<file path="src/rtl/fifo_param.sv">
// Synchronous FIFO with a DEPTH-entry circular buffer, registered read data,
// programmable almost-full/almost-empty thresholds, and overflow/underflow pulses.
module fifo_param #(
    parameter int WIDTH    = 8,
    parameter int DEPTH    = 8,
    parameter int AF_LEVEL = DEPTH - 1,
    parameter int AE_LEVEL = 1
) (
    input  logic                   clk,
    input  logic                   reset,
    input  logic                   clear,
    input  logic                   push,
    input  logic                   pop,
    input  logic [WIDTH-1:0]       data_in,
    output logic [WIDTH-1:0]       data_out,
    output logic                   valid_out,
    output logic                   fifo_full,
    output logic                   fifo_empty,
    output logic                   almost_full,
    output logic                   almost_empty,
    output logic [$clog2(DEPTH):0] count,
    output logic                   overflow,
    output logic                   underflow
);

    localparam int AW = $clog2(DEPTH);
    localparam int CW = AW + 1;

    localparam logic [CW-1:0] DEPTH_CNT = CW'(DEPTH);
    localparam logic [CW-1:0] AF_CNT    = CW'(AF_LEVEL);
    localparam logic [CW-1:0] AE_CNT    = CW'(AE_LEVEL);
    localparam logic [CW-1:0] CNT_ONE   = CW'(1);
    localparam logic [AW-1:0] PTR_ONE   = AW'(1);

    logic [WIDTH-1:0] mem [DEPTH];
    logic [AW-1:0]    wr_ptr;
    logic [AW-1:0]    rd_ptr;

    logic push_ok;
    logic pop_ok;
    logic push_drop;
    logic pop_reject;

    // Handshake: push and pop are single-cycle requests sampled on the rising
    // edge. A pop is taken only when the FIFO holds data; a push is taken when
    // there is room or when a pop frees a slot in the same cycle. A pop into an
    // empty FIFO never reads the word being pushed alongside it.
    always_comb begin
        pop_ok     = pop && !fifo_empty;
        push_ok    = push && (!fifo_full || pop);
        push_drop  = push && fifo_full && !pop;
        pop_reject = pop && fifo_empty;
    end

    // Flags follow the registered count, so they move on the same edge as it
    // and collapse to their reset values as soon as reset pulls count to zero.
    always_comb begin
        fifo_full    = (count == DEPTH_CNT);
        fifo_empty   = (count == '0);
        almost_full  = (count >= AF_CNT);
        almost_empty = (count <= AE_CNT);
    end

    // Storage has no reset; stale entries are unreachable once the pointers reset.
    always_ff @(posedge clk) begin
        if (!clear && push_ok) begin
            mem[wr_ptr] <= data_in;
        end
    end

    always_ff @(posedge clk or negedge reset) begin
        if (!reset) begin
            wr_ptr    <= '0;
            rd_ptr    <= '0;
            count     <= '0;
            data_out  <= '0;
            valid_out <= 1'b0;
            overflow  <= 1'b0;
            underflow <= 1'b0;
        end else if (clear) begin
            wr_ptr    <= '0;
            rd_ptr    <= '0;
            count     <= '0;
            data_out  <= '0;
            valid_out <= 1'b0;
            overflow  <= 1'b0;
            underflow <= 1'b0;
        end else begin
            valid_out <= pop_ok;
            overflow  <= push_drop;
            underflow <= pop_reject;

            if (push_ok) begin
                wr_ptr <= wr_ptr + PTR_ONE;
            end

            // On a simultaneous push at full, wr_ptr == rd_ptr; the read sees
            // the old head because the memory write lands on the same edge.
            if (pop_ok) begin
                data_out <= mem[rd_ptr];
                rd_ptr   <= rd_ptr + PTR_ONE;
            end

            if (push_ok && !pop_ok) begin
                count <= count + CNT_ONE;
            end else if (pop_ok && !push_ok) begin
                count <= count - CNT_ONE;
            end
        end
    end

endmodule

</file>
<file path="config.mk">
export PLATFORM = sky130hd
export DESIGN_NAME = fifo_param
export DESIGN_NICKNAME = d
export VERILOG_FILES = /design/src/rtl/fifo_param.sv
export SDC_FILE = /design/constraint.sdc
export NUM_CORES = 1
export LEC_CHECK = 0
export ABC_AREA = 1
export BUFFER_PORTS_ARGS = -buffer_cell sky130_fd_sc_hd__buf_2
export CAP_MARGIN = 40
export CORE_UTILIZATION = 40
export DETAILED_ROUTE_END_ITERATION = 8
export PLACE_DENSITY_LB_ADDON = 0.05
export SLEW_MARGIN = 5
export SYNTH_ARGS = -nofsm -noshare
export SYNTH_HDL_FRONTEND = slang
export SYNTH_SLANG_ARGS = --single-unit
</file>
<file path="constraint.sdc">
create_clock -name clk -period 2.05 [get_ports clk]
set_input_delay 0.3075 -clock clk [delete_from_list [all_inputs] [get_ports clk]]
set_output_delay 0.3075 -clock clk [all_outputs]
set_load 0.01 [all_outputs]
</file>
==> metrics.md, run 1 <==
| Metric | Value |
|---|---|
| Gpl congestion | `0.807` |
| Detail Placement HPWL | `5.73 mm` |
| Register area | `2450 µm²` |
| Minimum clock period | `1.93 ns` |
| R2R cell count | `10` |
| Antenna violations before repair | `0` |
| Area contributors post-synth | `edfxtp_1, dfrtp_1, nor2_1` |
| Worst slew pin tran | `0.540 ns` |
| Area of the multi-input gates | `1060 µm²` |
| Layout Skew | `0.00555 ns` |
| Max-slew headroom | `0.640` |
| Distinct cells, synth | `29` |
| Total GRT Usage | `0.186` |
| Leak pwr | `1.73 nW` |
| Post-Syn Area | `3630 µm²` |
| Clock insertion delay at the later pin of the skew report | `0.35 ns` |
| HP Start | `data_in[2]` |
| Vias per cell | `4.95` |
| RSZ-0062 raised after global routing | `true` |
| Share of the core filled with cells | `0.486` |
| Worst-path fanout max | `8` |
| Rows | `34` |
| Min Hold Slack | `0.254 ns` |
| Critical Path End | `mem[5][6]$_DFFE_PP_` |
| Layout area overhead | `17.3%` |
| First-pass GRT wire length | `13.0 mm` |
| Crit path kind | `flip-flop to flip-flop` |
| RR Startpoint | `count[1]$_DFFE_PN0P_` |
| Initial drt markers | `118` |
| Clock buffer depth | `2` |
| Worst EP arrival | `2.00 ns` |
| Syn nets | `341` |
| Area leader, netlist | `edfxtp_1` |
| Ys Warns | `0` |
| Post-synthesis area per instance | `11.3 µm²` |
| Number of diodes | `0` |
| M2 GR Usage | `0.302` |
| Core area | `8760 µm²` |
| Routed Antenna Nets | `0` |
| CTS root buf | `clkbuf_8` |
| Fin. max-slew vios | `0` |
| Via count | `2410` |
| Die height | `97.3 µm` |
| Drt first pass iters | `4` |
| Vias in the first global route | `2441` |
| Hold crit path type | `input pin to flip-flop` |
| FF+latch count, synth | `85` |
| Reg-to-Reg End | `mem[5][6]$_DFFE_PP_` |
| Final Hold Violating Endpoints | `0` |
| Met1 Resource Use GR | `0.247` |
| Most common cell after layout, fill and taps aside | `edfxtp_1` |
| Setup crit start kind | `flip-flop` |
| Fillers | `829` |
| Ports | `32` |
| Worst setup startpoint | `count[1]$_DFFE_PN0P_` |
| PD cells | `1110 nW/µm²` |
| CTS Sinks | `85` |
| CTS tree | `done` |
| Synth top area share | `0.529` |
| DR DRC count | `0` |
| GRT met3 Usage | `0.0439` |
| Final worst-path cycle share | `0.944` |
| Max cap viols | `0` |
| Routed wire length | `8.18 mm` |
| Sequential share of the synthesized area | `0.674` |
| Largest net degree at the start of global routing | `35` |
| I/O Buffers | `31` |
| Most Crowded Layer GR | `met2` |
| Starting Density | `0.414` |
| Most frequent cells in the layout | `edfxtp_1, nor2_1, nand2_1` |
| Final Net Count | `393` |
| Maximum operating frequency | `517 MHz` |
| Die Span X | `97.3 µm` |
| R2r setup slk | `0.12 ns` |
| DR WL/cell | `16.8 µm` |
| Critical Path RT | `2.11 ns` |
| Worst ir drop on vdd | `0.426 mV` |
| CTS Buf Count | `9` |
| Outcome | `complete, no violations` |
| Depth of the CTS H-tree | `3` |
| Setup violations, final | `0` |
| Grt total ovfl | `0` |
| Die area | `9470 µm²` |
| Synth Instances | `322` |
| Share of cells above drive strength 1 | `0.240` |
| Worst setup EP type | `flip-flop` |
| CTS clk-pin slew, worst paths | `0.09 ns` |
[sequential cells by signal, summed over array words and instances, names as in the netlist]
name,cells
mem,64
count,4
overflow,1
rd_ptr,3
underflow,1
valid_out,1
wr_ptr,3
data_out,8
[cell type report]
| class | instances | area share |
|---|---|---|
| clock buffer | 9 | 0.0291 |
| clock inverter | 7 | 0.0232 |
| inverter | 18 | 0.0161 |
| multi-input combinational | 206 | 0.248 |
| sequential | 85 | 0.574 |
| tap | 108 | 0.0317 |
| timing repair buffer | 54 | 0.0775 |
[layer usage]
| layer | wire (µm) | up-vias |
|---|---|---|
| li1 | - | 1213 |
| met1 | 3860 | 1149 |
| met2 | 3970 | 34 |
| met3 | 218 | 14 |
| met4 | 139 | 0 |
| met5 | 0 | - |
[worst min-delay path by stage]
| stage | depth (start not counted) | end | slack [ns] |
|---|---|---|---|
| finish | 1 | mem[0][2]$_DFFE_PP_ | 0.25 |
| global route | 1 | mem[0][2]$_DFFE_PP_ | 0.25 |
| CTS | 2 | overflow$_DFF_PN0_ | 0.25 |
| detailed placement | 1 | count[1]$_DFFE_PN0P_ | 0.33 |
| global placement | 1 | count[1]$_DFFE_PN0P_ | 0.33 |
| floorplan | 0 | count[0]$_DFFE_PN0P_ | 0.01 |
[report_power, final]
part | total (mW) | internal (mW) | switching, mW
logic | 1.33 | 0.473 | 0.859
clock network | 1.32 | 0.692 | 0.630
registers | 2.06 | 1.98 | 0.0833
[cells in the mapped netlist, drive strengths merged]
cell    count
xnor2       1
clkinv      2
nand2      57
buf         9
xor2        1
edfxtp     64
nor3        2
o211ai     16
clkbuf      4
a21oi       4
nand4       1
nor2       63
inv        16
o21ai      38
nand3      15
ha          6
dfrtp      21
o21a        2
[metrics by stage]
| step | power [mW] | instances | setup TNS, ns | area (µm²) | setup slack, ns |
|---|---|---|---|---|---|
| after detailed placement | 3.45 | 470 | 0 | 4020 | 0.117 |
| after floorplan | 2.99 | 322 | -7.25 | 3630 | -0.130 |
| after global placement | 3.45 | 470 | 0 | 4020 | 0.137 |
| after CTS | 4.77 | 487 | 0 | 4250 | 0.0913 |
| after global routing | 5.01 | 487 | -0.217 | 4260 | -0.0264 |
| final | 4.72 | 487 | 0 | 4260 | 0.115 |
[cells by family (layout without fill, tap and decap cells)]
| logic type | Yosys count | count (layout) | share of synthesized area |
|---|---|---|---|
| and+or+nand+nor | 138 | 138 | 0.165 |
| adders and majority gates | 6 | 6 | 0.0207 |
| xor gates and xnor gates | 2 | 2 | 0.00482 |
| DFF | 85 | 85 | 0.674 |
| AOI/OAI and AO/OA | 60 | 60 | 0.0971 |
| buffers and inverters | 31 | 88 | 0.0386 |
[repair_timing]
item	in CTS	in global routing
setup buffers	0	0
endpoints found under the setup margin	0	24
hold endpoints to repair	21	0
hold buffers	1	0
resized for setup	0	4
[critical path: stages (launching register included)]
cell and delay, ns:
dfrtp_1 0.36, inv_1 0.08, ha_1 0.24, nand2_2 0.10, nor2_4 0.04, a21oi_2 0.16, inv_2 0.05, nor2_2 0.13
nand2_1 0.17, nor2_1 0.12, buf_4 0.19
No activity file was read; power rests on OpenSTA's default activity.
==> inputs of run 2 (changes only) <==
==> constraint.sdc (replaced) <==
create_clock -name clk -period 2.05 [get_ports clk]
set_input_delay 0.615 -clock clk [delete_from_list [all_inputs] [get_ports clk]]
set_output_delay 0.615 -clock clk [all_outputs]
set_load 0.01 [all_outputs]
==> run 2 against run 1 <==
  * Wire length shrank 5.0%
  * Die area is the same
  * Critical path depth shrank 6
  * Maximum frequency shrank 2.6%
  * Global-route usage shrank 0.98 points
  * Via count shrank 1.1%
  * Critical path type is now flip-flop to output port
  * Largest power group unchanged
  * Highest routed layer unchanged
==> metrics.md, run 2 (same netlist as run 1, synthesis figures left out) <==
| Metric | Value |
|---|---|
| Gpl congestion | `0.753 (-6.7%)` |
| Setup violations, final | `0 (unchanged)` |
| Sw power | `1.50 mW (-4.5%)` |
| Starting Density | `0.414 (unchanged)` |
| Most common cell after layout, fill and taps aside | `edfxtp_1` |
| Clk pwr share | `0.249 (-0.031)` |
| Post-Layout Cell Count | `486 (-0.21%)` |
| Fin. max-slew vios | `0 (unchanged)` |
| Critical Path RT | `1.43 ns (-0.68 ns)` |
| Register bank with the most flops | `mem` |
| Flop pwr share | `0.449 (+0.012)` |
| CTS tree | `done` |
| Via count | `2383 (-1.1%)` |
| Detail Placement HPWL | `5.52 mm (-3.6%)` |
| CP Buf/Inv Count | `2 (-1)` |
| Final worst-path cycle share | `0.969 (+0.0256)` |
| Met1 wire length | `3.69 mm (-4.3%)` |
| Final cell area excluding filler cells | `4250 µm² (-0.26%)` |
| Most frequent cells in the layout | `edfxtp_1, nor2_1, nand2_1` |
| Switching share of total power | `0.328 (-0.00566)` |
| DR WL/cell | `16.0 µm (-4.8%)` |
| CTS Buf Count | `9 (unchanged)` |
| Total GRT Usage | `0.176 (-0.00983)` |
| Reg-to-Reg End | `mem[3][1]$_DFFE_PP_` |
| Setup crit start kind | `flip-flop` |
| Drt first pass iters | `4 (unchanged)` |
| Vias per cell | `4.90 (-0.92%)` |
| Setup ws final | `0.0626 ns (-0.0526 ns)` |
| Ports | `32 (unchanged)` |
| Clock buffer depth | `2 (unchanged)` |
| Combinational power share | `0.301 (+0.019)` |
| Worst ir drop on vdd | `0.487 mV (+14%)` |
| RR Startpoint | `count[0]$_DFFE_PN0P_` |
| Max cap viols | `0 (unchanged)` |
| Largest net degree at the start of global routing | `35 (unchanged)` |
| Routed Antenna Nets | `0 (unchanged)` |
| First-pass GRT wire length | `12.4 mm (-4.7%)` |
| Met2 wire length | `3.85 mm (-3.0%)` |
| Slowest library cell on the worst path | `dfrtp_1` |
| Worst slew pin tran | `0.525 ns (-0.0150 ns)` |
| Layout area overhead | `17.0%` |
| DR DRC count | `0 (unchanged)` |
| Vias in the first global route | `2278 (-6.7%)` |
| Number of diodes | `0 (unchanged)` |
| Placed Cells | `470 (unchanged)` |
| Crit-path max cell delay | `0.41 ns (+0.05 ns)` |
| Initial drt markers | `120 (+1.7%)` |
| Die area | `9470 µm² (unchanged)` |
| Crit path kind | `flip-flop to output port` |
| Worst EP arrival | `1.37 ns (-0.63 ns)` |
| RSZ-0062 raised after global routing | `true` |
| CTS clk-pin slew, worst paths | `0.09 ns (about the same)` |
| Cell family with most CP delay | `flip-flops` |
| R2r setup slk | `0.18 ns (+0.06 ns)` |
| Highest metal used | `met4` |
| Overall Power | `4.58 mW (-2.8%)` |
| Top flop regs | `mem (64), data_out (8), count (4)` |
| Die height | `97.3 µm (unchanged)` |
| Depth of the CTS H-tree | `3 (unchanged)` |
| Final Net Count | `392 (-0.25%)` |
| PD cells | `1080 nW/µm² (-2.6%)` |
| Worst-path fanout max | `6 (-2)` |
| Clock insertion delay at the later pin of the skew report | `0.35 ns (about the same)` |
| Hold crit path type | `input pin to async pin` |
| CTS Sinks | `85 (unchanged)` |
| R2R cell count | `10 (unchanged)` |
| CTS root buf | `clkbuf_8` |
| Rows | `34 (unchanged)` |
| Cell Area, Placed | `4020 µm² (unchanged)` |
| Pre-CTS WS | `0.0613 ns (-0.0560 ns)` |
| Layout Skew | `0.0136 ns (+0.00806 ns)` |
| Share of cells above drive strength 1 | `0.243 (+0.00328)` |
| Minimum clock period | `1.99 ns (+0.0526 ns)` |
| WL met3 | `160 µm (-27%)` |
| Max-slew headroom | `0.650 (+0.0100)` |
| Pint | `3.08 mW (-2.0%)` |
| I/O Buffers | `31 (unchanged)` |
| CP Cell Sequence | `buf_6 -> ha_1 -> o21a_1 -> buf_2` |
| Final Hold Violating Endpoints | `0 (unchanged)` |
| Maximum operating frequency | `503 MHz (-2.6%)` |
| Antenna violations before repair | `0 (unchanged)` |
| Outcome | `complete, no violations` |
| Die Span X | `97.3 µm (unchanged)` |
| Worst setup EP type | `output port` |
| Largest register FFs | `64 (unchanged)` |
| Core area | `8760 µm² (unchanged)` |
| Grt total ovfl | `0 (unchanged)` |
| Leak pwr | `1.72 nW (-0.34%)` |
| Routed wire length | `7.77 mm (-5.0%)` |
==> run 2: worst max path at each step <==
stage	start	end	slack (ns)	cells past startpoint
4_1_cts	count[0]$_DFFE_PN0P_	almost_empty	0.0005	5
5_1_grt	count[0]$_DFFE_PN0P_	almost_empty	-0.004	4
6_report	count[0]$_DFFE_PN0P_	almost_empty	0.06	4
3_3_place_gp	pop	mem[6][5]$_DFFE_PP_	0.03	8
2_1_floorplan	count[0]$_DFFE_PN0P_	mem[4][0]$_DFFE_PP_	-0.13	9
3_5_place_dp	pop	mem[7][4]$_DFFE_PP_	0.06	8
==> run 2: stage by stage <==
stage          TNS [ns]  hold WS (ns)   util
2_1_floorplan     -7.25         0.319      -
3_3_place_gp          0         0.460  0.459
3_5_place_dp          0         0.467  0.459
4_1_cts               0         0.250  0.481
5_1_grt        -0.00423         0.273  0.485
6_report              0         0.239  0.485
==> run 2: repair_timing <==
item | CTS | global route
buffers inserted | 0 | 0
setup endpoints to repair | 1 | 26
hold buffers | 0 | 0
gates resized for setup | 1 | 9
==> run 2: metal layers <==
layer | global-route usage | up-vias
li1 | - | 1212
met2 | 0.282 | 24
met1 | 0.243 | 1141
met3 | 0.0388 | 6
met5 | 0 | -
met4 | 0.0475 | 0
==> run 2: power groups by stage <==
stage / logic [mW] / registers, mW / clock network [mW]
finish: 1.38 / 2.06 / 1.14
global route: 1.58 / 2.07 / 1.25
CTS: 1.38 / 2.06 / 1.18
detailed placement: 1.37 / 2.09 / 0
global placement: 1.37 / 2.09 / 0
floorplan: 0.837 / 2.15 / 0
==> run 2: cell type report <==
type / count / area (µm²)
Fill cell: 814 / 4510
Sequential cell: 85 / 2450
Multi-Input combinational cell: 206 / 1080
Timing Repair Buffer: 53 / 328
Clock buffer: 12 / 145
Tap cell: 108 / 135
Inverter: 18 / 68.8
Clock inverter: 4 / 48.8
==> inputs of run 3 (changes only) <==
--- a/config.mk
+++ b/config.mk
@@ -10,7 +10,9 @@
 export CAP_MARGIN = 40
 export CORE_UTILIZATION = 40
 export DETAILED_ROUTE_END_ITERATION = 8
+export MAX_ROUTING_LAYER = met4
 export PLACE_DENSITY_LB_ADDON = 0.05
+export RECOVER_POWER = 100
 export SLEW_MARGIN = 5
 export SYNTH_ARGS = -nofsm -noshare
 export SYNTH_HDL_FRONTEND = slang
==> run 3 against run 2 <==
  * Sequential power barely moved
  * Clock skew is 0.0029 ns lower
  * Register-to-register slack hardly changed
  * Flip-flop and latch count did not move
  * Worst setup slack better by 0.0046 ns
  * Critical path type unchanged
  * Largest power group unchanged
  * First-iteration DRC count up 0.83%
  * Largest cell class unchanged
  * Via count decreased by 0.46%
  * Clock power is essentially flat
==> metrics.md, run 3 (same netlist as run 1, synthesis figures left out) <==
| Metric | Value |
|---|---|
| Cell Area, Placed | `4020 µm² (unchanged)` |
| Total GRT Usage | `0.181 (+0.00468)` |
| Worst setup EP type | `output port` |
| Clock insertion delay at the later pin of the skew report | `0.34 ns (about the same)` |
| Final Hold Violating Endpoints | `0 (unchanged)` |
| HP Start | `data_out[0]$_DFFE_PN0P_` |
| Fillers | `829 (+1.8%)` |
| Starting Density | `0.414 (unchanged)` |
| R2R cell count | `10 (unchanged)` |
| Layout area overhead | `15.4%` |
| Cell family with most CP delay | `flip-flops` |
| Die height | `97.3 µm (unchanged)` |
| R2r setup slk | `0.17 ns (about the same)` |
| DR WL/cell | `15.9 µm (-0.35%)` |
| Die Span X | `97.3 µm (unchanged)` |
| CTS tree | `done` |
| Post-Layout Cell Count | `486 (unchanged)` |
| Pre-CTS WS | `0.0613 ns (unchanged)` |
| CTS clk-pin slew, worst paths | `0.08 ns (about the same)` |
| Crit path kind | `flip-flop to output port` |
| Outcome | `complete, no violations` |
| Sum Neg Setup Slack | `0 ns (unchanged)` |
| Setup violations, final | `0 (unchanged)` |
| Worst ir drop on vdd | `0.483 mV (-0.82%)` |
| WL met3 | `212 µm (+33%)` |
| Placed Cells | `470 (unchanged)` |
| Antenna violations before repair | `0 (unchanged)` |
| Vias per cell | `4.88 (-0.46%)` |
| Fin. max-slew vios | `0 (unchanged)` |
| Highest metal used | `met4` |
| CTS Buf Count | `9 (unchanged)` |
| Setup ws final | `0.0672 ns (+0.00459 ns)` |
| DR DRC count | `0 (unchanged)` |
| Routed wire length | `7.75 mm (-0.35%)` |
| Reg-to-Reg End | `mem[3][1]$_DFFE_PP_` |
| Met1 wire length | `3.63 mm (-1.6%)` |
| Min Hold Slack | `0.485 ns (+0.246 ns)` |
| Core area | `8760 µm² (unchanged)` |
| Worst EP arrival | `1.37 ns (about the same)` |
| Area of the multi-input gates | `1050 µm² (-2.3%)` |
| Largest register FFs | `64 (unchanged)` |
| CP Buf/Inv Count | `2 (unchanged)` |
| Rows | `34 (unchanged)` |
| Max-slew headroom | `0.154 (-0.496)` |
| Overall Power | `4.53 mW (-1.3%)` |
| Gpl congestion | `0.763 (+1.3%)` |
| Layout Skew | `0.0108 ns (-0.00285 ns)` |
| Hold Crit Depth | `2` |
| Slowest library cell on the worst path | `dfrtp_1` |
| Final cell area excluding filler cells | `4190 µm² (-1.4%)` |
| Detail Placement HPWL | `5.52 mm (unchanged)` |
| Most common cell after layout, fill and taps aside | `edfxtp_1` |
| Maximum operating frequency | `504 MHz (+0.23%)` |
| CP Cell Sequence | `buf_6 -> ha_1 -> o21a_1 -> buf_2` |
| Clock buffer depth | `2 (unchanged)` |
| CTS root buf | `clkbuf_8` |
| Worst-path fanout max | `6 (unchanged)` |
| Vias in the first global route | `2274 (-0.18%)` |
| Hold crit path type | `flip-flop to flip-flop` |
| Drt first pass iters | `5 (+1)` |
| Crit-path max cell delay | `0.41 ns (about the same)` |
| Max cap viols | `0 (unchanged)` |
| Minimum clock period | `1.98 ns (-0.00459 ns)` |
| Share of the core filled with cells | `0.478 (-0.00657)` |
| Routed Antenna Nets | `0 (unchanged)` |
| Initial drt markers | `121 (+0.83%)` |
| RR Startpoint | `count[0]$_DFFE_PN0P_` |
| Largest net degree at the start of global routing | `35 (unchanged)` |
| PD cells | `1080 nW/µm² (+0.10%)` |
| RSZ-0062 raised after global routing | `true` |
| Ports | `32 (unchanged)` |
| CTS Sinks | `85 (unchanged)` |
| I/O Buffers | `31 (unchanged)` |
| Die area | `9470 µm² (unchanged)` |
| Critical Path RT | `1.43 ns (about the same)` |
| Worst slew pin tran | `1.27 ns (+0.744 ns)` |
| Final worst-path cycle share | `0.967 (-0.00224)` |
| Share of cells above drive strength 1 | `0.175 (-0.0688)` |
| Leak pwr | `1.63 nW (-5.2%)` |
| Via count | `2372 (-0.46%)` |
| Setup crit start kind | `flip-flop` |
| Register bank with the most flops | `mem` |
| Final Net Count | `392 (unchanged)` |
| Top flop regs | `mem (64), data_out (8), count (4)` |
| Register area | `2450 µm² (unchanged)` |
| Hold endpoint | `data_out[0]$_DFFE_PN0P_` |
| Number of diodes | `0 (unchanged)` |
| Depth of the CTS H-tree | `3 (unchanged)` |
| Grt total ovfl | `0 (unchanged)` |
| First-pass GRT wire length | `12.4 mm (unchanged)` |
| Most frequent cells in the layout | `edfxtp_1, nor2_1, nand2_1` |
| Met2 wire length | `3.83 mm (-0.55%)` |
-- run 3: per-layer routing --
layer,vias to the layer above,global-route usage
met5,-,-
met2,33,0.281
met3,6,0.0345
met4,0,0.0509
li1,1212,-
met1,1121,0.245
-- run 3: how the worst max path moves through the flow --
stage	start	to	slack, ns	depth (start not counted)
6_report	count[0]$_DFFE_PN0P_	almost_empty	0.07	4
5_1_grt	count[0]$_DFFE_PN0P_	almost_empty	-0.0006	4
4_1_cts	count[0]$_DFFE_PN0P_	almost_empty	0.0005	5
3_5_place_dp	pop	mem[7][4]$_DFFE_PP_	0.06	8
3_3_place_gp	pop	mem[6][5]$_DFFE_PP_	0.03	8
2_1_floorplan	count[0]$_DFFE_PN0P_	mem[4][0]$_DFFE_PP_	-0.13	9
-- run 3: final cells by class --
| type | count | share of cell area |
|---|---|---|
| Inverter | 18 | 0.0164 |
| Multi-Input combinational cell | 206 | 0.251 |
| Clock inverter | 4 | 0.0116 |
| Sequential cell | 85 | 0.584 |
| Timing Repair Buffer | 53 | 0.0704 |
| Tap cell | 108 | 0.0322 |
| Clock buffer | 12 | 0.0346 |
-- run 3: power by group --
group	internal [mW]	switching, mW	total (mW)
registers	1.98	0.0796	2.06
logic	0.471	0.859	1.33
clock network	0.596	0.540	1.14
total	3.05	1.48	4.53
-- run 3: worst min-delay path, cell delays in order (launching register included) --
cell,delay [ns]
dfrtp_1,0.35
nand2_1,0.05
nand2_1,0.05
-- run 3: repair_timing --
action / in CTS / in global routing
endpoints found under the setup margin: 1 / 26
setup buffers: 0 / 0
hold buffers: 0 / 0
gates resized for setup: 1 / 9
hold endpoints to repair: 0 / 0
